===== src/rtl/regfile_scoreboard.sv =====
// Parametrised integer register file with write-to-read bypass, per-register busy
// scoreboard for issue, and a post-reset sweep that zeroes every register.
module regfile_scoreboard #(
    parameter  int unsigned XLEN     = 64,
    parameter  int unsigned NREGS    = 32,
    parameter  int unsigned NRD      = 2,
    parameter  int unsigned ZERO_REG = 1,
    localparam int unsigned AW       = $clog2(NREGS)
) (
    input  logic                clk,
    input  logic                reset,
    output logic                ready,
    input  logic                wr_en,
    input  logic [AW-1:0]       wr_addr,
    input  logic [XLEN-1:0]     wr_data,
    input  logic                rsv_en,
    input  logic [AW-1:0]       rsv_addr,
    input  logic [NRD*AW-1:0]   rd_addr,
    output logic [NRD*XLEN-1:0] rd_data,
    output logic [NRD-1:0]      rd_busy
);

    localparam bit ZR = (ZERO_REG != 0);

    typedef enum logic {
        ST_INIT = 1'b0,
        ST_RUN  = 1'b1
    } state_e;

    state_e            state_q, state_d;
    logic [AW-1:0]     clr_idx_q, clr_idx_d;
    logic [NREGS-1:0]  busy_q, busy_d;
    logic [XLEN-1:0]   regs_q [NREGS];

    logic              mem_we;
    logic [AW-1:0]     mem_waddr;
    logic [XLEN-1:0]   mem_wdata;
    logic              run_c;
    logic              wr_ok_c;
    logic              rsv_ok_c;
    logic [AW-1:0]     rd_idx;

    // Reset holds outputs quiet in the same cycle it is asserted, even though it acts on the next edge.
    assign run_c    = (state_q == ST_RUN) && reset;
    assign ready    = run_c;
    assign wr_ok_c  = wr_en  && !(ZR && (wr_addr  == '0));
    assign rsv_ok_c = rsv_en && !(ZR && (rsv_addr == '0));

    always_ff @(posedge clk) begin
        if (!reset) begin
            state_q   <= ST_INIT;
            clr_idx_q <= '0;
            busy_q    <= '0;
        end else begin
            state_q   <= state_d;
            clr_idx_q <= clr_idx_d;
            busy_q    <= busy_d;
        end
    end

    always_ff @(posedge clk) begin
        if (reset && mem_we) begin
            regs_q[mem_waddr] <= mem_wdata;
        end
    end

    // Next state, sweep write port and scoreboard update; a same-cycle reservation beats the clearing write.
    always_comb begin
        state_d   = state_q;
        clr_idx_d = clr_idx_q;
        busy_d    = busy_q;
        mem_we    = 1'b0;
        mem_waddr = clr_idx_q;
        mem_wdata = '0;
        case (state_q)
            ST_INIT: begin
                mem_we    = 1'b1;
                clr_idx_d = clr_idx_q + AW'(1);
                if (clr_idx_q == AW'(NREGS - 1)) begin
                    state_d = ST_RUN;
                end
            end
            ST_RUN: begin
                if (wr_ok_c) begin
                    mem_we          = 1'b1;
                    mem_waddr       = wr_addr;
                    mem_wdata       = wr_data;
                    busy_d[wr_addr] = 1'b0;
                end
                if (rsv_ok_c) begin
                    busy_d[rsv_addr] = 1'b1;
                end
            end
            default: state_d = ST_INIT;
        endcase
    end

    // Read ports: hardwired zero register, then writeback bypass, then array and scoreboard.
    always_comb begin
        rd_data = '0;
        rd_busy = '0;
        rd_idx  = '0;
        for (int unsigned p = 0; p < NRD; p++) begin
            rd_idx = rd_addr[p*AW +: AW];
            if (run_c && !(ZR && (rd_idx == '0))) begin
                if (wr_en && (wr_addr == rd_idx)) begin
                    rd_data[p*XLEN +: XLEN] = wr_data;
                end else begin
                    rd_data[p*XLEN +: XLEN] = regs_q[rd_idx];
                    rd_busy[p]              = busy_q[rd_idx];
                end
            end
        end
    end

endmodule

===== config.mk =====
export PLATFORM = sky130hd
export DESIGN_NAME = regfile_scoreboard
export DESIGN_NICKNAME = d
export VERILOG_FILES = /design/src/rtl/regfile_scoreboard.sv
export SDC_FILE = /design/constraint.sdc
export NUM_CORES = 2
export LEC_CHECK = 0
export BUFFER_PORTS_ARGS = -buffer_cell sky130_fd_sc_hd__buf_2
export CORE_UTILIZATION = 30
export DETAILED_ROUTE_END_ITERATION = 10
export HOLD_SLACK_MARGIN = 0.12
export PLACE_DENSITY = 0.48
export SKIP_LAST_GASP = 1
export SYNTH_ARGS = -nofsm -noshare
export SYNTH_HDL_FRONTEND = slang
export SYNTH_SLANG_ARGS = --single-unit

===== constraint.sdc =====
create_clock -name clk -period 9.4 [get_ports clk]
set_clock_uncertainty 0.05 [all_clocks]
set_input_delay 1.88 -clock clk [delete_from_list [all_inputs] [get_ports clk]]
set_output_delay 1.88 -clock clk [all_outputs]
set_load 0.02 [all_outputs]

==> run summary <==
status: finished, violations left
failing checks: DRC
Max Cap Viol: 0
Fin. Hold Viols: 0
clock share of power: 43.6%
P_sw: 0.00460 W
clk root buf: clkbuf_16
grt ovf: 0
CTS tree: done
initial core utilization: 30.1%
clock-pin slew on the worst setup and hold paths: 60 ps
Tightest Hold Check Type: register to register
clock tree sinks: 2086
sequential-to-total area share from yosys stat: 63.8%
post_cts resized: 0
# fillers: 30500
Post-Synthesis Cells: 5257
Total GRT Usage: 21.1%
CTS Buf Count: 233
wire length per cell: 35.2 um
# hold bufs at CTS: 0
Gate power share: 6.3%
Lkg Pwr: 32.4 nW
I/O pin total: 219
critical path class: input pin to primary output
pwr dens: 182 nW/um2
min-delay src: busy_q[23]
Tmin final: 7460 ps
switching share of total power: 22.7%
post-synthesis cell type count: 61
core box area: 324000 um2
achievable clock frequency: 134 MHz
Die Wd: 572 um
IO buf count: 218
period utilization: 79.4%
number of global-route vias before repair: 59200
Peak supply drop: 0.000145 V
Ys Warns: 0
Tot Pwr: 0.0203 W
Final nets: 5513
Row Count: 209
Post-Syn Nets: 5347
hold depth: 2
Worst Hold Path EP: busy_q[23]
Async S/R FF share, synth: 0%
RR Endpoint: regs_q[4][20]
Longest Clk Path Bufs: 4
clock network latency to the later pin of the worst-skew pair: 910 ps
Area after DPL: 104000 um2
Layout area overhead: 13.8%
crit-path max FO: 59
count of final max-slew check failures: 0
initial antenna violation count: 16
register-to-register setup slack: 5270 ps
#FFs+latches synth: 2086
design area: 111000 um2
Worst Reg2Reg Path Length in Cells: 6
setup_tns: 0 ps
# Post-CTS Setup Buffers: 0
drt total wl: 350000 um
Initial DRT Pass Iterations: 8
synthesized area: 97600 um2
Slew @ Worst Pin: 1270 ps
worst rel slew slack: 15.6%
number of synthesized flops with an enable pin: 2048
Residual DRC: 52
Detail Placement HPWL: 183000 um
Critical Path RT: 7470 ps
sequential power share: 50.1%
crit end category: primary output
Total Die Area: 328000 um2
global-route wire length before repair: 484000 um
RSZ-0062 raised after global routing: no
Post-Syn Area per Cell: 18.6 um2
First DRT Iteration DRCs: 6441
Startpoint Class: input pin
share of cells above drive strength 1: 30.6%
Critical Path AT: 5530 ps
Die Ht: 572 um
via count: 58100
worst reg2reg startpoint: state_q
routability cong.: 0.767
post-DR vias/cell: 5.84
largest net degree at the start of global routing: 133
Synth Flop Type: edfxtp_1
final setup vio count: 0
Pint: 0.0157 W
Detail Route Antenna Nets: 0
htree depth: 4
-- per-stage QoR --
step | hold WS, ps | setup slack (ps) | utilization, % | cells
6_report | 435 | 1940 | 34.3 | 9940
5_1_grt | 457 | 1750 | 34.3 | 9934
4_1_cts | 434 | 1960 | 34.3 | 9932
3_5_place_dp | 416 | 1980 | 32.1 | 9513
3_3_place_gp | 411 | 1920 | 32.1 | 9513
2_1_floorplan | 393 | 2870 | - | 5257
-- area by class of cell --
cell class	count	area (um2)	area share, %
clock inverter	134	1110	1.00
antenna	8	20.0	0.0180
clock buffer	285	6070	5.46
inverter	5	23.8	0.0214
timing repair buffer	375	2770	2.49
sequential	2086	62300	56.0
multi-input combinational	2722	33500	30.1
tap	4325	5410	4.87
-- per-layer routing --
layer	wire length, um	part of all wire (%)	GRT usage [%]	vias to the layer above
li1	-	-	-	23000
met1	145000	42	28.7	32000
met2	170000	49	34.9	2595
met3	24100	6.9	2.99	482
met4	10500	3.0	6.34	4
met5	30	0.0086	0	-
-- cells in the final DEF, fill, tap and decap left out, drive strengths merged, types with 19 or more instances in the layout --
cell	instances
mux2	69
o221ai	88
nor2	208
a221oi	37
nand2b	19
a211oi	79
edfxtp	2048
a221o	65
buf	375
o21ai	132
a21oi	179
o22ai	224
clkinv	109
a22oi	38
clkbuf	285
mux4	893
mux2i	325
a32o	50
nand2	65
and2	118
dfxtp	38
-- critical path, stage by stage --
cell	delay (ps)
buf_8	400
buf_12	450
buf_4	750
mux4_2	580
and2_1	170
a211oi_1	320
a211oi_1	100
a221o_1	450
buf_2	220
-- kinds of logic (layout without fill, tap and decap cells) --
logic type,Yosys count,in the layout,synth area share (%)
adders and majority gates,2,2,0.0256
muxes,1287,1287,24.7
other,0,8,0
and+or+nand+nor,493,493,2.45
xor gates and xnor gates,12,12,0.108
AOI/OAI and AO/OA,928,928,6.60
DFF,2086,2086,63.8
buffers and inverters,449,799,2.31
-- synthesized netlist by cell type (69+ instances only) --
library cell  number  area [um2]
o21ai_0          127         636
a21oi_1          179         896
mux2i_1          325        3250
edfxtp_1        2048       61500
mux4_2           893       20100
clkbuf_1         204         766
and2_1           117         732
mux2_2            69         777
nor2_1           206         773
o221ai_1          82         718
buf_2            132         661
a211oi_1          79         593
o22ai_1          224        1400
-- power by group through the flow --
stage                     Sequential, W  Clock [W]  Combinational [W]
final                            0.0102    0.00884            0.00129
after global routing             0.0102    0.00935            0.00135
after CTS                        0.0102    0.00901            0.00130
after detailed placement         0.0103          0            0.00130
after global placement           0.0103          0            0.00130
after floorplan                  0.0103          0           0.000868
-- flip-flops by register name, summed over array words and instances, names as in the netlist --
register,flops
busy_q,32
state_q,1
regs_q,2048
clr_idx_q,5
-- worst max-delay path by stage --
stage / from / to / depth (start not counted)
2_1_floorplan: wr_addr[2] / regs_q[18][0] / 7
3_3_place_gp: rd_addr[0] / rd_data[19] / 9
3_5_place_dp: rd_addr[5] / rd_data[66] / 8
4_1_cts: rd_addr[0] / rd_data[19] / 9
5_1_grt: rd_addr[0] / rd_data[19] / 9
6_report: rd_addr[0] / rd_data[19] / 9
Power figures use the tool's default switching activity.
